### src/rtl/active_list_pkg.sv
// Shared types and default widths for the active list (reorder buffer).
// Optional feature macro: ACTIVE_LIST_MEM_COMMIT_EN adds store address/data fields to each entry.
package active_list_pkg;

  localparam int AL_DEPTH  = 32;
  localparam int AL_NUM_WB = 2;
  localparam int AL_LREG_W = 5;
  localparam int AL_PREG_W = 6;
  localparam int AL_ADDR_W = 32;
  localparam int AL_DATA_W = 32;

  typedef enum logic {
    AL_RUN      = 1'b0,
    AL_ROLLBACK = 1'b1
  } al_state_e;

  typedef struct packed {
    logic                 valid;
    logic                 done;
    logic [AL_LREG_W-1:0] lreg;
    logic [AL_PREG_W-1:0] new_preg;
    logic [AL_PREG_W-1:0] prev_preg;
`ifdef ACTIVE_LIST_MEM_COMMIT_EN
    logic                 is_store;
    logic [AL_ADDR_W-1:0] mem_addr;
    logic [AL_DATA_W-1:0] data;
`endif
  } al_entry_t;

endpackage

### src/rtl/active_list_ptr.sv
// Circular queue pointer with a wrap bit above the index bits.
// Increment and decrement in the same cycle cancel; load has priority.
module active_list_ptr #(
  parameter int TAG_W = 5
) (
  input  logic             clk,
  input  logic             rst,
  input  logic             inc,
  input  logic             dec,
  input  logic             load,
  input  logic [TAG_W:0]   load_val,
  output logic [TAG_W:0]   ptr
);

  localparam logic [TAG_W:0] PTR_ONE = {{TAG_W{1'b0}}, 1'b1};

  always_ff @(posedge clk) begin
    if (rst) begin
      ptr <= '0;
    end else if (load) begin
      ptr <= load_val;
    end else if (inc && !dec) begin
      ptr <= ptr + PTR_ONE;
    end else if (dec && !inc) begin
      ptr <= ptr - PTR_ONE;
    end
  end

endmodule

### src/rtl/active_list_rob.sv
// In-order active list: allocates at tail, completes from writeback ports, retires at head,
// and rolls back youngest-first on flush. Optional feature macro: ACTIVE_LIST_MEM_COMMIT_EN.
module active_list_rob
  import active_list_pkg::*;
#(
  parameter int  DEPTH  = AL_DEPTH,
  parameter int  NUM_WB = AL_NUM_WB,
  parameter int  LREG_W = AL_LREG_W,
  parameter int  PREG_W = AL_PREG_W,
  localparam int TAG_W  = $clog2(DEPTH)
) (
  input  logic                    clk,
  input  logic                    rst,
  input  logic                    disp_valid,
  output logic                    disp_ready,
  input  logic [LREG_W-1:0]       disp_lreg,
  input  logic [PREG_W-1:0]       disp_new_preg,
  input  logic [PREG_W-1:0]       disp_prev_preg,
  output logic [TAG_W-1:0]        disp_tag,
  input  logic [NUM_WB-1:0]       wb_valid,
  input  logic [NUM_WB*TAG_W-1:0] wb_tag,
  output logic                    commit_valid,
  input  logic                    commit_ready,
  output logic [LREG_W-1:0]       commit_lreg,
  output logic [PREG_W-1:0]       commit_new_preg,
  output logic [PREG_W-1:0]       commit_prev_preg,
  input  logic                    flush,
  input  logic [TAG_W-1:0]        flush_tag,
  output logic                    rb_valid,
  output logic [LREG_W-1:0]       rb_lreg,
  output logic [PREG_W-1:0]       rb_prev_preg,
  output logic [PREG_W-1:0]       rb_new_preg,
  output logic                    empty,
  output logic                    full
`ifdef ACTIVE_LIST_MEM_COMMIT_EN
  ,
  input  logic                    disp_is_store,
  input  logic [AL_ADDR_W-1:0]    disp_mem_addr,
  input  logic [NUM_WB*AL_DATA_W-1:0] wb_data,
  output logic                    commit_is_store,
  output logic [AL_ADDR_W-1:0]    commit_mem_addr,
  output logic [AL_DATA_W-1:0]    commit_data
`endif
);

  // Entry storage is typed by the package struct, so the register widths must match it.
  if (LREG_W != AL_LREG_W || PREG_W != AL_PREG_W) begin : g_width_check
    $error("active_list_rob: LREG_W/PREG_W must match active_list_pkg entry widths");
  end
  if (DEPTH < 4 || (DEPTH & (DEPTH - 1)) != 0) begin : g_depth_check
    $error("active_list_rob: DEPTH must be a power of two and at least 4");
  end

  localparam logic [TAG_W:0]   FULL_CNT = (TAG_W+1)'(DEPTH);
  localparam logic [TAG_W:0]   PTR_ONE  = (TAG_W+1)'(1);
  localparam logic [TAG_W-1:0] TAG_ONE  = TAG_W'(1);

  al_state_e        state, state_nxt;
  al_entry_t        mem [DEPTH];
  logic [TAG_W:0]   head, tail, count;
  logic [TAG_W-1:0] head_idx, tail_idx, last_idx, flush_tag_q;
  logic             disp_fire, commit_fire, flush_go, rb_last;

  assign count    = tail - head;
  assign head_idx = head[TAG_W-1:0];
  assign tail_idx = tail[TAG_W-1:0];
  assign last_idx = tail_idx - TAG_ONE;
  assign full     = (count == FULL_CNT);
  assign empty    = (count == '0);
  assign disp_tag = tail_idx;

  // Flush takes the cycle: no allocation or retirement alongside it.
  assign disp_fire   = disp_valid && disp_ready && !flush;
  assign commit_fire = commit_valid && commit_ready && !flush;
  assign flush_go    = flush && (state == AL_RUN) && !empty && (flush_tag != last_idx);
  assign rb_last     = ((last_idx - TAG_ONE) == flush_tag_q) || (count == PTR_ONE);

  active_list_ptr #(.TAG_W(TAG_W)) u_head (
    .clk      (clk),
    .rst      (rst),
    .inc      (commit_fire),
    .dec      (1'b0),
    .load     (1'b0),
    .load_val ('0),
    .ptr      (head)
  );

  active_list_ptr #(.TAG_W(TAG_W)) u_tail (
    .clk      (clk),
    .rst      (rst),
    .inc      (disp_fire),
    .dec      (rb_valid),
    .load     (1'b0),
    .load_val ('0),
    .ptr      (tail)
  );

  always_ff @(posedge clk) begin
    if (rst) begin
      state <= AL_RUN;
    end else begin
      state <= state_nxt;
    end
  end

  always_comb begin
    state_nxt = state;
    case (state)
      AL_RUN:      if (flush_go) state_nxt = AL_ROLLBACK;
      AL_ROLLBACK: if (!rb_valid || rb_last) state_nxt = AL_RUN;
      default:     state_nxt = AL_RUN;
    endcase
  end

  always_comb begin
    disp_ready   = 1'b0;
    commit_valid = 1'b0;
    rb_valid     = 1'b0;
    if (state == AL_RUN) begin
      disp_ready   = !full;
      commit_valid = !empty && mem[head_idx].valid && mem[head_idx].done;
    end else begin
      rb_valid     = !empty;
    end
  end

  always_ff @(posedge clk) begin
    if (flush_go) begin
      flush_tag_q <= flush_tag;
    end
  end

  // Only valid/done are reset; payload fields are qualified by them.
  always_ff @(posedge clk) begin
    if (rst) begin
      for (int i = 0; i < DEPTH; i++) begin
        mem[i].valid <= 1'b0;
        mem[i].done  <= 1'b0;
      end
    end else begin
      for (int p = 0; p < NUM_WB; p++) begin
        if (wb_valid[p] && mem[wb_tag[p*TAG_W +: TAG_W]].valid) begin
          mem[wb_tag[p*TAG_W +: TAG_W]].done <= 1'b1;
`ifdef ACTIVE_LIST_MEM_COMMIT_EN
          mem[wb_tag[p*TAG_W +: TAG_W]].data <= wb_data[p*AL_DATA_W +: AL_DATA_W];
`endif
        end
      end
      if (commit_fire) begin
        mem[head_idx].valid <= 1'b0;
      end
      // Squash wins over a same-cycle writeback to the popped entry.
      if (rb_valid) begin
        mem[last_idx].valid <= 1'b0;
        mem[last_idx].done  <= 1'b0;
      end
      if (disp_fire) begin
        mem[tail_idx].valid     <= 1'b1;
        mem[tail_idx].done      <= 1'b0;
        mem[tail_idx].lreg      <= disp_lreg;
        mem[tail_idx].new_preg  <= disp_new_preg;
        mem[tail_idx].prev_preg <= disp_prev_preg;
`ifdef ACTIVE_LIST_MEM_COMMIT_EN
        mem[tail_idx].is_store  <= disp_is_store;
        mem[tail_idx].mem_addr  <= disp_mem_addr;
`endif
      end
    end
  end

  always_comb begin
    commit_lreg      = '0;
    commit_new_preg  = '0;
    commit_prev_preg = '0;
`ifdef ACTIVE_LIST_MEM_COMMIT_EN
    commit_is_store  = 1'b0;
    commit_mem_addr  = '0;
    commit_data      = '0;
`endif
    if (commit_valid) begin
      commit_lreg      = mem[head_idx].lreg;
      commit_new_preg  = mem[head_idx].new_preg;
      commit_prev_preg = mem[head_idx].prev_preg;
`ifdef ACTIVE_LIST_MEM_COMMIT_EN
      // Stores own no register mapping, so nothing goes back to the free list.
      commit_is_store  = mem[head_idx].is_store;
      commit_mem_addr  = mem[head_idx].mem_addr;
      commit_data      = mem[head_idx].data;
      if (mem[head_idx].is_store) begin
        commit_prev_preg = '0;
      end
`endif
    end
  end

  always_comb begin
    rb_lreg      = '0;
    rb_prev_preg = '0;
    rb_new_preg  = '0;
    if (rb_valid) begin
      rb_lreg      = mem[last_idx].lreg;
      rb_prev_preg = mem[last_idx].prev_preg;
      rb_new_preg  = mem[last_idx].new_preg;
    end
  end

endmodule

### config.mk
export PLATFORM = sky130hd
export DESIGN_NAME = active_list_rob
export DESIGN_NICKNAME = d
export VERILOG_FILES = /design/src/rtl/active_list_pkg.sv /design/src/rtl/active_list_ptr.sv /design/src/rtl/active_list_rob.sv
export SDC_FILE = /design/constraint.sdc
export NUM_CORES = 1
export LEC_CHECK = 0
export BUFFER_PORTS_ARGS = -buffer_cell sky130_fd_sc_hd__buf_2
export CAP_MARGIN = 30
export CORE_ASPECT_RATIO = 2
export CORE_MARGIN = 1.5
export CORE_UTILIZATION = 57
export DETAILED_ROUTE_END_ITERATION = 8
export GPL_TIMING_DRIVEN = 0
export PLACE_DENSITY = 0.77
export RECOVER_POWER = 100
export SYNTH_ARGS = -nofsm -noshare
export SYNTH_HDL_FRONTEND = slang
export SYNTH_HIERARCHICAL = 1
export SYNTH_SLANG_ARGS = --single-unit
export TNS_END_PERCENT = 1
### constraint.sdc
create_clock -name clk -period 4.8 [get_ports clk]
set_input_delay 0.96 -clock clk [delete_from_list [all_inputs] [get_ports clk]]
set_output_delay 0.96 -clock clk [all_outputs]
set_load 0.01 [all_outputs]
# Word-level counts from Yosys, hierarchy flattened

Memories as Yosys holds them, arrays and structs flattened. A register that Yosys moved wholly into a read port is not among the register bits.
Cells that the tools add are included.

Bits in registers: 18
RAM bits: 608
Logic and storage cells: 91
Memories: 1

Bitwise gates (word level): 1
Eq/ne operators: 4
Mux-type cells: 48
Reductions and logical operators: 27
$add $sub $neg: 6

Memories:

| name | words | width | rd ports | clocked after memory_dff | wr ports | RTL line              | text |
|---|---|---|---|---|---|---|---|
| mem  | 32    | 19    | 4        | 1                        | 32       | active_list_rob.sv:59 | `al_entry_t mem [DEPTH];` |

Operators with widths:

| operator            | number |
|---|---|
| $mux 19             | 5 |
| $reduce_or 19->1    | 5 |
| $mux 5              | 9 |
| $mux 6              | 6 |
| $mux 1              | 22 |
| $logic_and 1x1->1   | 13 |
| $add 6x1->6 const B | 2 |
| $mux 3              | 4 |
| $sub 5x1->5 const B | 2 |
| $eq 6x1->1 const B  | 1 |
| $eq 6x6->1 const B  | 1 |
| $logic_not 6->1     | 1 |
| $sub 6x1->6 const B | 1 |
| $sub 6x6->6         | 1 |
| $eq 5x5->1          | 1 |
| $logic_not 1->1     | 5 |
| $ne 5x5->1          | 1 |
| $logic_or 1x1->1    | 2 |
| $mux 2              | 1 |
| $pmux 1 s2          | 1 |
| $reduce_bool 2->1   | 1 |
| $not 1->1           | 1 |

# Depth between registers and ports, before layout

Depth after elaboration: 14
Gate-level depth with buffers: 21
Mapped depth without buffers: 16

# Cells and area by module

Netlist, hierarchy kept.

By module, submodules not included:

| module          | instances | seq. area each (um^2) | area an instance (um^2) | cells an instance |
|---|---|---|---|---|
| active_list_rob | 1         | 17787.1               | 30073.8                 | 1839 |
| active_list_ptr | 2         | 120.1                 | 459.2                   | 52 |

# Worst setup path after synthesis

OpenSTA, ideal clock, no wires.

Path type: register -> register
From: reg u_tail.ptr[0]
To: reg u_tail.ptr[5]
Period minus slack after synthesis: 5086 ps
Setup time: 127 ps
Setup slack: -286 ps
Buffers on the path: 5
Stages on the path, launching flop included: 22
Arrival: 4959 ps
Path through: dfxtp_1 clkbuf_1 buf_2 inv_1 ha_1 fa_1 nand2b_1 a21oi_1 xnor2_1 and4_1 clkbuf_1 buf_2 nand2_1 nand2_1 buf_2 inv_1 nand2b_1 ha_1 a21o_1 a21oi_1 a2111oi_0 or3_1

RTL lines:

| element                                            | RTL line               | text |
|---|---|---|
| start: declaration                                 | active_list_ptr.sv:12  | `output logic [TAG_W:0] ptr` |
| start signal: assignment                           | active_list_ptr.sv:21  | `ptr <= load_val;` |
| start signal: assignment                           | active_list_ptr.sv:23  | `ptr <= ptr + PTR_ONE;` |
| start signal: assignment                           | active_list_ptr.sv:25  | `ptr <= ptr - PTR_ONE;` |
| $sub 6x6->6 *                                      | active_list_rob.sv:64  | `assign count = tail - head;` |
| $logic_not 6->1 *                                  | active_list_rob.sv:69  | `assign empty = (count == '0);` |
| $logic_not 1->1 *                                  | active_list_rob.sv:123 | `rb_valid = !empty;` |
| $mux 1 *                                           | active_list_rob.sv:119 | `if (state == AL_RUN) begin` |
| via rb_valid                                       | active_list_rob.sv:29  | `output logic rb_valid,` |
| $logic_not 1->1                                    | active_list_ptr.sv:22  | `end else if (inc && !dec) begin` |
| $logic_and 1x1->1                                  | active_list_ptr.sv:22  |  |
| $mux 6 / $reduce_bool 2->1 (equally long branches) | --                     |  |

The timed path passes the listed nets; every way through them passes the cells marked *. The select of a mux whose other input is x is not followed.
A chain may end at the register's enable or synchronous reset.

# Worst setup path in the final report

From: reg u_tail.ptr[0]
To: out rb_prev_preg[1]

Word-level cells in the longest chain between the ends: 5

Ends and longest elaborated chain:

| element                                               | RTL line               | text |
|---|---|---|
| branches (longest 4 deep; another with $mem_v2 32x19) | --                     |  |
| $mux 6 *                                              | active_list_rob.sv:200 | `if (rb_valid) begin` |
| end: declaration                                      | active_list_rob.sv:31  | `output logic [PREG_W-1:0] rb_prev_preg,` |

Every way passes the cells marked *.

==> summary.md <==
| Metric | Value |
|---|---|
| Vias in the first global route | `22600` |
| Hold Path Stages | `1` |
| Most frequent cells in the layout | `549 x edfxtp_1, 316 x mux4_2, 199 x nand2_1, 74 x nor2_1, 74 x buf_2` |
| Via Count | `22900` |
| Root Buffer | `clkbuf_16` |
| Number of CTS-inserted buffers | `54` |
| Clk_lat worst skew | `0.65 ns` |
| Post-synthesis simple-gate area fraction | `7.12%` |
| R2R depth | `13` |
| DRC | `0` |
| Setup Skew | `0.0439 ns` |
| Final hold vios | `0` |
| Critical R2R Launch | `u_head/ptr[3]` |
| Syn avg cell area | `16.0 um2` |
| Critical Path Start Type | `register` |
| Antenna violations before repair | `24` |
| Drt first-iter violations | `3682` |
| Die width | `168 um` |
| Sequential cell area | `0.0180 mm2` |
| Synth Flop Type | `edfxtp_1` |
| Leak pwr | `11.6 nW` |
| Fraction of layout cells with a size suffix above 1 | `35.0%` |
| RSZ-0062 raised after global routing | `yes` |
| TritonCTS Sinks | `626` |
| Area of the multi-input gates | `0.0130 mm2` |
| Synth Cell Area | `0.0310 mm2` |
| RD Place Congestion | `1.13` |
| Max Cap Viol | `16` |
| Ys Warns | `6` |
| Initial Util | `57.8%` |
| Worst Hold Class | `in2reg` |
| Final wirelength | `127000 um` |
| Critical Path End Type | `output pin` |
| Post-synth EDFFs | `549` |
| Synth Area in Compound Gates | `6.70%` |
| Total GRT Usage | `47.1%` |
| VDD IR-drop max | `0.000350 V` |
| Die H | `333 um` |
| ANT nets after route | `0` |
| Place WS | `-1.62 ns` |
| Synth Area in XOR/XNOR | `1.01%` |
| HPWL after DPL | `86600 um` |
| Max Slew Vio Count | `528` |
| CTS tree | `built` |
| Clk slew on worst S/H paths | `0.07 ns` |
| Grt total ovfl | `0` |
| P&R area growth vs syn | `16.7%` |
| Placeable core area | `0.0536 mm2` |
| Largest family of logic cells by synthesized area | `multiplexers` |
| Adder-Cell Fraction of Synth Area | `0.961%` |
| Arrival time worst endpoint | `4.02 ns` |
| Flops & latches, synth | `626` |
| Violated checks | `max-capacitance violations, max-slew violations, negative setup slack` |
| Power Dens Cells | `472 mW/mm2` |
| Setup TNS | `-7.85 ns` |
| Hold_sp | `flush_tag[4]` |
| Worst Slack Setup Final | `-0.183 ns` |
| Ports | `83` |
| Hold EP | `flush_tag_q[4]` |
| Final worst-path cycle share | `104%` |
| Fraction of registers with async set/reset | `0%` |
| Pre-antenna DRT Iters | `8` |
| Critical-path maximum fanout | `10` |
| Sequential area share after synthesis | `58.2%` |
| Global-route wire length before repair | `176000 um` |
| Commonest non-fill, non-tap cell in the layout | `edfxtp_1` |
| Vias per cell | `7.92` |
| Largest net degree at the start of global routing | `33` |
| DR WL/cell | `43.7 um` |
| Reg-to-reg setup timing slack | `-0.13 ns` |
| Worst-margin pin slew | `1.98 ns` |
| Mux share of post-synthesis cell area | `23.9%` |
| Cells after Synth | `1943` |
| Maximum clock path buffer count | `3` |
| WP data required | `3.84 ns` |
| # fillers | `3526` |
| Port Buffer Count | `78` |
| CTS H-Tree Depth | `2` |
| Final nets | `2232` |
| Cell row count | `120` |
| RR Endpoint | `mem[2][4]` |
| Status | `finished, violations left` |
| WS Path Type | `reg2out` |
| Slew margin rel. | `-32.1%` |
| Unique masters post-synth | `73` |
| Fmax | `201 MHz` |
| Setup violators final | `128` |
| Die area | `0.0559 mm2` |
| Min Tclk post-route | `4.98 ns` |
[kinds of logic after synthesis]
| group | Yosys count |
|---|---|
| DFF | 626 |
| and+or+nand+nor | 475 |
| muxes | 331 |
| AOI/OAI and AO/OA | 297 |
| buffers and inverters | 157 |
| xor gates and xnor gates | 34 |
| adders and majority gates | 22 |
| other | 1 |
[critical path, cell delays in order, from the launching register on]
cell and delay [ns]:
dfxtp_4 0.37, clkbuf_16 0.16, buf_12 0.13, clkinvlp_4 0.13, buf_4 0.17, ha_4 0.34
clkbuf_8 0.23, clkbuf_8 0.21, mux4_2 0.32, nand2_4 0.13, and3_1 0.25, a311oi_4 0.38
a21oi_1 0.07, nor2_1 0.25, buf_2 0.19
[report_power, final]
part           switching (mW)  internal, mW
combinational            4.28          2.24
sequential             0.0651          5.98
clock                    2.10          2.40
[cell type report]
class	instances	share of cell area [%]
repair buffers	157	4.00
well taps	671	2.32
clock buffers	60	3.80
flip-flops and latches	626	49.9
inverters	16	0.218
plain buffers	139	2.65
clock inverters	39	1.04
diodes	12	0.0830
multi-input cells	1177	36.0
[sequential cells by signal, summed over array words and instances (netlist names)]
register,cells
flush_tag_q,5
u_head/ptr,6
mem,608
u_tail/ptr,6
state,1
[Yosys cell counts (all sizes together) (22+ instances only)]
library cell,number,area share [%]
o21ai,38,0.66
a21oi,88,1.4
nand2,206,2.5
a31oi,28,0.57
xnor2,23,0.70
edfxtp,549,53
a311oi,25,0.71
nor2,108,1.3
mux4,324,24
buf,54,0.89
nand3,22,0.36
and3,40,0.86
o211ai,36,0.87
clkbuf,86,1.0
dfxtp,77,5.0
[how the worst max path moves through the flow]
stage | to | slack (ns) | startpoint
after floorplan | u_tail/ptr[5] | 0.03 | u_head/ptr[4]
after global placement | mem[3][16] | -2.44 | u_head/ptr[4]
after detailed placement | rb_lreg[0] | -1.62 | u_tail/ptr[0]
after CTS | commit_lreg[3] | -0.03 | u_tail/ptr[0]
after global routing | mem[2][4] | -0.18 | u_head/ptr[3]
final | rb_prev_preg[1] | -0.18 | u_tail/ptr[0]
[metal layers]
metal	vias up	track usage [%]	part of all wire (%)
met1	11200	45.2	26
met3	863	21.7	14
li1	8457	-	-
met5	-	3.19	0.22
met4	30	47.6	14
met2	2355	72.1	46
[stage by stage]
step	instance area (um2)	utilization, %	cells	power, mW	hold WS (ns)
2_1_floorplan	31100	-	1960	9.17	0.488
3_3_place_gp	32300	60.2	2709	11.2	0.522
3_5_place_dp	33200	61.9	2754	11.4	0.536
4_1_cts	35700	66.7	2875	16.2	0.522
5_1_grt	36100	67.4	2887	17.3	0.566
6_report	36200	67.5	2897	17.1	0.554
[repair_timing]
action	CTS	global route
cloned	1	1
hold buffers	0	0
buffers inserted	22	5
setup endpoints to repair	630	259
pin swaps	9	11
gates resized for setup	194	95
Power figures use the tool's default switching activity.
